**config.mk**
```make
export PLATFORM = sky130hd
export DESIGN_NAME = countdown_controller
export DESIGN_NICKNAME = d
export VERILOG_FILES = /design/src/rtl/countdown_controller.sv
export SDC_FILE = /design/constraint.sdc
export NUM_CORES = 1
export LEC_CHECK = 0
export BUFFER_PORTS_ARGS = -buffer_cell sky130_fd_sc_hd__buf_2
export CAP_MARGIN = 0
export CORE_MARGIN = 5
export CORE_UTILIZATION = 47
export DETAILED_ROUTE_END_ITERATION = 8
export PLACE_DENSITY = 0.71
export SYNTH_ARGS = -nofsm -noshare
export SYNTH_HDL_FRONTEND = slang
export SYNTH_SLANG_ARGS = --single-unit
```
**constraint.sdc**
```tcl
create_clock -name clock -period 3.9 [get_ports clock]
set_clock_uncertainty 0.15 [all_clocks]
set_input_delay 0.39 -clock clock [delete_from_list [all_inputs] [get_ports clock]]
set_output_delay 0.39 -clock clock [all_outputs]
set_load 0.05 [all_outputs]
```
**src/rtl/countdown_controller.sv**
```systemverilog
// Countdown sequencer: load/enable of the seconds counter,
// prescaler restart, pause/abort and multi-round runs.
// Optional: COUNTDOWN_AUTO_REPEAT_EN restarts the run after DONE.
module countdown_controller #(
  parameter int ROUNDS_WIDTH    = 4,
  parameter int DONE_HOLD_TICKS = 2
) (
  input  logic                    clock,
  input  logic                    reset,
  input  logic                    start,
  input  logic                    pause,
  input  logic                    abort,
  input  logic [ROUNDS_WIDTH-1:0] rounds,
  input  logic                    tick,
  input  logic                    count_zero,
  output logic                    count_load,
  output logic                    count_enable,
  output logic                    tick_clear,
  output logic [ROUNDS_WIDTH-1:0] rounds_left,
  output logic                    busy,
  output logic                    ledr9_finished,
  output logic [2:0]              db_state
);

  typedef enum logic [2:0] {
    IDLE      = 3'd0,
    LOAD      = 3'd1,
    RUN       = 3'd2,
    PAUSED    = 3'd3,
    ROUND_END = 3'd4,
    DONE      = 3'd5
  } state_t;

  localparam logic [ROUNDS_WIDTH-1:0] ONE = 1;
  localparam logic [3:0] HOLD_LAST = 4'(DONE_HOLD_TICKS - 1);

  state_t                  state;
  logic [3:0]              hold;
  logic                    start_q;
  logic                    start_rise;
  logic [ROUNDS_WIDTH-1:0] rounds_init;

  assign start_rise  = start & ~start_q;
  assign rounds_init = (rounds == '0) ? ONE : rounds;

  // Sequencing of the countdown run; abort always wins over pause/tick/start.
  always_ff @(posedge clock) begin
    if (reset) begin
      state       <= IDLE;
      rounds_left <= '0;
      hold        <= '0;
      start_q     <= 1'b1;
    end else begin
      start_q <= start;
      case (state)
        IDLE: begin
          if (!abort && start_rise) begin
            rounds_left <= rounds_init;
            state       <= LOAD;
          end
        end
        LOAD: begin
          if (abort) begin
            rounds_left <= '0;
            state       <= IDLE;
          end else begin
            state <= RUN;
          end
        end
        RUN: begin
          if (abort) begin
            rounds_left <= '0;
            state       <= IDLE;
          end else if (pause) begin
            state <= PAUSED;
          end else if (tick && count_zero) begin
            state <= ROUND_END;
          end
        end
        PAUSED: begin
          if (abort) begin
            rounds_left <= '0;
            state       <= IDLE;
          end else if (!pause) begin
            state <= RUN;
          end
        end
        ROUND_END: begin
          if (abort) begin
            rounds_left <= '0;
            state       <= IDLE;
          end else begin
            rounds_left <= rounds_left - ONE;
            hold        <= '0;
            state       <= (rounds_left == ONE) ? DONE : LOAD;
          end
        end
        DONE: begin
          if (abort) begin
            rounds_left <= '0;
            hold        <= '0;
            state       <= IDLE;
          end else if (start_rise) begin
            rounds_left <= rounds_init;
            hold        <= '0;
            state       <= LOAD;
          end else if (tick) begin
            if (hold == HOLD_LAST) begin
              hold <= '0;
`ifdef COUNTDOWN_AUTO_REPEAT_EN
              rounds_left <= rounds_init;
              state       <= LOAD;
`else
              state       <= IDLE;
`endif
            end else begin
              hold <= hold + 4'd1;
            end
          end
        end
        default: begin
          rounds_left <= '0;
          hold        <= '0;
          state       <= IDLE;
        end
      endcase
    end
  end

  // Outputs decoded from the registered state only.
  always_comb begin
    count_load     = 1'b0;
    count_enable   = 1'b0;
    tick_clear     = 1'b0;
    busy           = 1'b0;
    ledr9_finished = 1'b0;
    case (state)
      IDLE: begin
        count_load = 1'b1;
        tick_clear = 1'b1;
      end
      LOAD: begin
        count_load = 1'b1;
        tick_clear = 1'b1;
        busy       = 1'b1;
      end
      RUN: begin
        count_enable = 1'b1;
        busy         = 1'b1;
      end
      PAUSED: begin
        tick_clear = 1'b1;
        busy       = 1'b1;
      end
      ROUND_END: begin
        busy = 1'b1;
      end
      DONE: begin
        ledr9_finished = 1'b1;
      end
      default: begin
        count_load = 1'b1;
        tick_clear = 1'b1;
      end
    endcase
  end

  assign db_state = state;

endmodule

```
==> results.json, run 1 <==
{
  "outcome": "completed",
  "die_area_mm2": 0.00315,
  "drive_above_1_share": 0.281,
  "numCtsBuffers": 3,
  "synth_edf_count": 0,
  "cts_tree": "built",
  "clockPowerShare": 0.243,
  "seq_power_share": 0.368,
  "p_comb_frac": 0.389,
  "area_growth_syn_to_layout_pct": 14.3,
  "endpoint_kind": "output pin",
  "switching_share": 0.405,
  "async_flop_share": 0,
  "grt_max_degree": 20,
  "port_buffers": 22,
  "synth_seq_cells": 12,
  "grt.overflow.total": 0,
  "syn-instance-count": 119,
  "yosysUniqueCellTypes": 44,
  "die_w_um": 56.2,
  "post_cts_resized": 0,
  "critical_path_class": "reg -> out",
  "power_density_mw_per_mm2": 368,
  "totalWireLength_mm": 2.22,
  "die_y_um": 56.2,
  "cts_setup_buffers": 0,
  "clk-insertion-delay-late_ns": 0.28,
  "start_util": 0.500,
  "fmax_mhz": 431,
  "ys_warn_count": 0,
  "drt-pass1-iter-count": 4,
  "power_switching_w": 0.000170,
  "synthFlopType": "dfxtp_1",
  "reg2reg_depth": 6,
  "h-tree-depth": 1,
  "syn_nets": 138,
  "core_mm2": 0.00200,
  "layout_min_cycle_time_ns": 2.32,
  "tightest_slew_ns": 0.633,
  "layout.cells.non_filler": 166,
  "period_share": 0.594,
  "antenna_found_initial": 0,
  "vias_per_cell": 5.58,
  "met2_usage": 0.247,
  "path_max_fanout": 17,
  "wire_per_inst_um": 13.4,
  "start_kind": "flip-flop",
  "cts_root_buffer": "clkbuf_4",
  "critPathCapture": "count_load",
  "reg2reg_to": "hold[3]",
  "dr_total_vias": 927,
  "grt_usage": 0.152,
  "clk_pin_slew_ns": 0.08,
  "antenna_cells": 0,
  "synth.cell_area_mm2": 0.00100,
  "clockBufferDepth": 2,
  "fin_nets": 159,
  "seq_area_frac_synth": 0.240,
  "cp-startpoint": "db_state[2]",
  "gp_congestion": 0.792,
  "hold_viol": 0,
  "drtIter0Drc": 15,
  "crit_required_ns": 3.36,
  "finalSetupTns_ns": 0,
  "hpwlAfterDp_mm": 1.70,
  "place_inst": 162,
  "hp-class": "in -> reg",
  "setup_viol": 0,
  "rows": 16,
  "grt_setup_unrepaired": "false",
  "vdd_drop_max_mv": 0.213,
  "use_met1": 0.187,
  "reg2reg_from": "db_state[2]",
  "arrival_ns": 1.78,
  "slew_headroom": 0.577,
  "rrSetupSlack_ns": 1.71,
  "ios": 23,
  "use_met3": 0.0325,
  "grt_pass1_wl_mm": 3.87,
  "slew_violations": 0,
  "drc": 0,
  "maxCapViolations": 0,
  "syn_avg_cell_area_um2": 8.41,
  "leakage_nw": 0.455,
  "intPower_w": 0.000250,
  "clkSinkCount": 12,
  "grt_pass1_vias": 903,
  "ant_nets": 0,
  "grt_busiest_layer": "met2",
  "hold_buffers": 0
}
## layer usage
layer / vias to the layer above / routed length, um
met2: 25 / 1040
met1: 435 / 1000
met3: 4 / 140
met4: 0 / 35
met5: - / 0
li1: 463 / -
## worst min-delay path by stage
stage | startpoint | to | slack (ns) | cells past startpoint
2_1_floorplan | hold[3] | hold[3] | 0.34 | 2
3_3_place_gp | rounds_left[1] | rounds_left[1] | 0.35 | 2
3_5_place_dp | hold[3] | hold[3] | 0.36 | 2
4_1_cts | start | start_q | 0.17 | 2
5_1_grt | start | start_q | 0.19 | 2
6_report | start | start_q | 0.18 | 2
## state kept, by name (all words and copies together), names as in the netlist
| register | count |
|---|---|
| rounds_left | 4 |
| hold | 4 |
| db_state | 3 |
| start_q | 1 |
## cell families after synthesis
family / after synthesis / synth area share
flip-flops: 12 / 0.240
buffers and inverters: 13 / 0.0637
adder cells (fa/ha/maj): 8 / 0.100
multiplexers: 4 / 0.0425
AO/OA/AOI/OAI: 23 / 0.174
AND/OR/NAND/NOR: 53 / 0.328
XOR/XNOR: 6 / 0.0525
## layout make-up
| type | instances | area (um2) |
|---|---|---|
| fillers | 192 | 858 |
| multi-input cells | 94 | 697 |
| flip-flops and latches | 12 | 240 |
| repair buffers | 22 | 110 |
| clock buffers | 4 | 36.3 |
| well taps | 27 | 33.8 |
| inverters | 7 | 26.3 |
## power by group through the flow
stage	Clock, W	Combinational [W]	Sequential [W]
6_report	0.000102	0.000164	0.000155
5_1_grt	0.000113	0.000180	0.000157
4_1_cts	0.000106	0.000165	0.000155
3_5_place_dp	0	0.000165	0.000158
3_3_place_gp	0	0.000163	0.000157
2_1_floorplan	0	0.000114	0.000175
## placed cells by master, fill, tap and decap left out, drive strengths merged, types with 4 or more instances in the layout
| cell type | Yosys | routed |
|---|---|---|
| dfxtp | 12 | 12 |
| nand2 | 5 | 5 |
| inv | 7 | 7 |
| nor3 | 7 | 7 |
| xnor2 | 6 | 6 |
| nand2b | 5 | 5 |
| clkbuf | 1 | 4 |
| nor4 | 5 | 5 |
| buf | 5 | 22 |
| a21oi | 8 | 8 |
| nor2 | 15 | 15 |
| ha | 8 | 8 |
## stage by stage
| step | setup slack [ns] | area [um2] | total power (W) | util | hold WS, ns |
|---|---|---|---|---|---|
| global placement | 1.83 | 1110 | 0.000320 | 0.553 | 0.350 |
| global route | 1.44 | 1140 | 0.000450 | 0.571 | 0.188 |
| detailed placement | 1.73 | 1110 | 0.000323 | 0.553 | 0.364 |
| finish | 1.58 | 1140 | 0.000421 | 0.571 | 0.181 |
| CTS | 1.59 | 1140 | 0.000426 | 0.571 | 0.172 |
| floorplan | 1.22 | 1000 | 0.000289 | - | 0.335 |
## critical path, cell delays in order, from the launching register on
cell and delay [ns]:
dfxtp_1 0.68, inv_1 0.20, ha_1 0.32, inv_1 0.05, buf_2 0.25
## Yosys cell counts, types with 2 or more instances
cell / count / share of area
a21oi_1: 8 / 0.040
a2bb2oi_1: 2 / 0.018
and2b_1: 2 / 0.015
buf_2: 3 / 0.015
dfxtp_1: 12 / 0.24
ha_1: 8 / 0.10
inv_1: 7 / 0.026
mux2_2: 2 / 0.022
mux2i_1: 2 / 0.020
nand2_1: 5 / 0.019
nand2b_1: 5 / 0.031
nand3_1: 3 / 0.015
nor2_1: 13 / 0.049
nor3_1: 5 / 0.025
nor3_2: 2 / 0.020
nor4_1: 3 / 0.019
o21ai_0: 3 / 0.015
o2bb2ai_1: 2 / 0.018
or3_1: 2 / 0.012
xnor2_1: 6 / 0.052
Note: power is estimated with default switching activity, not from simulation.
==> run 2: changes to the inputs <==
- PLACE_DENSITY: 0.71 -> 0.74
- clock period: 3.9 -> 2.1 ns (I/O delays scaled with it)
==> results.json, run 2 (synthesized netlist as in run 1, its figures left out) <==
{
  "outcome": "completed",
  "vdd_drop_max_mv": 0.481,
  "endpoint_kind": "flip-flop",
  "start_util": 0.500,
  "final_cell_mix": "buf_2, nor2_1, dfxtp_1",
  "arrival_ns": 1.97,
  "core_mm2": 0.00200,
  "grt_pass1_wl_mm": 4.05,
  "grt_pass1_vias": 905,
  "highest_layer": "met4",
  "numCtsBuffers": 3,
  "gp_congestion": 0.853,
  "slew_headroom": 0.686,
  "fmax_mhz": 514,
  "finalSetupTns_ns": 0,
  "period_share": 0.926,
  "drtIter0Drc": 13,
  "hp-class": "in -> reg",
  "dpl-instance-area_mm2": 0.00114,
  "clockBufferDepth": 2,
  "vias_per_cell": 5.55,
  "hold_viol": 0,
  "power_density_mw_per_mm2": 678,
  "regArea_um2": 243,
  "dr_total_vias": 944,
  "cts_setup_buffers": 0,
  "area_growth_syn_to_layout_pct": 18.5,
  "cts_root_buffer": "clkbuf_4",
  "clk-insertion-delay-late_ns": 0.28,
  "grt_max_degree": 16,
  "critical_path_class": "in -> reg",
  "grt_setup_unrepaired": "false",
  "slew_violations": 0,
  "layout.cells.non_filler": 170,
  "drive_above_1_share": 0.329,
  "wl_met3_um": 125,
  "leakage_nw": 0.477,
  "routed-wl-met2_mm": 1.14,
  "tightest_slew_ns": 0.467,
  "start_kind": "primary input",
  "power_w": 0.000804,
  "crit_required_ns": 2.12,
  "die_area_mm2": 0.00315,
  "cts_tree": "built",
  "clkSinkCount": 12,
  "stdcell_area_mm2": 0.00119,
  "place_inst": 165,
  "rows": 16,
  "maxCapViolations": 0,
  "wire_per_inst_um": 13.8,
  "drt-pass1-iter-count": 4,
  "port_buffers": 22,
  "ios": 23,
  "antenna_found_initial": 0,
  "multi_input_area_um2": 704,
  "fill_cells": 203,
  "antenna_cells": 0,
  "path_max_fanout": 4,
  "whs_ns": 0.111,
  "ant_nets": 0,
  "layout_min_cycle_time_ns": 1.94,
  "totalWireLength_mm": 2.34,
  "clk_pin_slew_ns": 0.09,
  "wl_met1_mm": 1.05,
  "mostFrequentLayoutCell": "buf_2",
  "grt.overflow.total": 0,
  "die_y_um": 56.2,
  "grt_usage": 0.160,
  "fin_nets": 163,
  "h-tree-depth": 1,
  "setup_viol": 0,
  "drc": 0,
  "die_w_um": 56.2,
  "hpwlAfterDp_mm": 1.83
}
-- run 2: cell count changes in the layout (fill, tap and decap cells not counted), sizes merged --
cell / change
dlygate4sd3: +1
buf: +3
-- run 2: final cells by class --
cell class	instances	area share
well taps	27	0.0285
flip-flops and latches	12	0.205
clock buffers	4	0.0306
multi-input cells	94	0.594
inverters	7	0.0222
repair buffers	26	0.120
-- run 2: power breakdown --
| part | switching (W) | internal [W] |
|---|---|---|
| registers | 0.0000284 | 0.000247 |
| clock network | 0.0000888 | 0.000106 |
| logic | 0.000210 | 0.000125 |
-- run 2: critical path, cell delays in order --
cell	delay [ns]
dlygate4sd3_1	0.53
buf_2	0.13
and2b_1	0.20
a21oi_1	0.17
a21oi_1	0.09
o22ai_2	0.26
mux2_2	0.37
-- run 2: final timing paths --
check,slack [ns],cells past startpoint,endpoint,startpoint
min reg2reg,0.37,2,rounds_left[1],rounds_left[1]
min,0.11,2,db_state[0],reset
max,0.16,7,rounds_left[0],start
max reg2reg,0.16,6,hold[3],db_state[1]
-- run 2: metrics by stage --
stage | setup WS [ns] | utilization
6_report | 0.155 | 0.593
5_1_grt | 0.0450 | 0.593
4_1_cts | 0.147 | 0.593
3_5_place_dp | 0.174 | 0.569
3_3_place_gp | 0.260 | 0.569
2_1_floorplan | 0.0151 | -
-- run 2: repair_timing --
action | CTS | global route
endpoints found under the hold margin | 1 | 0
hold buffers | 1 | 0
resized for setup | 0 | 0
setup endpoints to repair | 0 | 0
-- run 2: per-layer routing --
metal | up-vias | global-route usage
met1 | 436 | 0.201
met2 | 35 | 0.262
met4 | 0 | 0.0780
met3 | 4 | 0.0278
li1 | 469 | -
met5 | - | 0
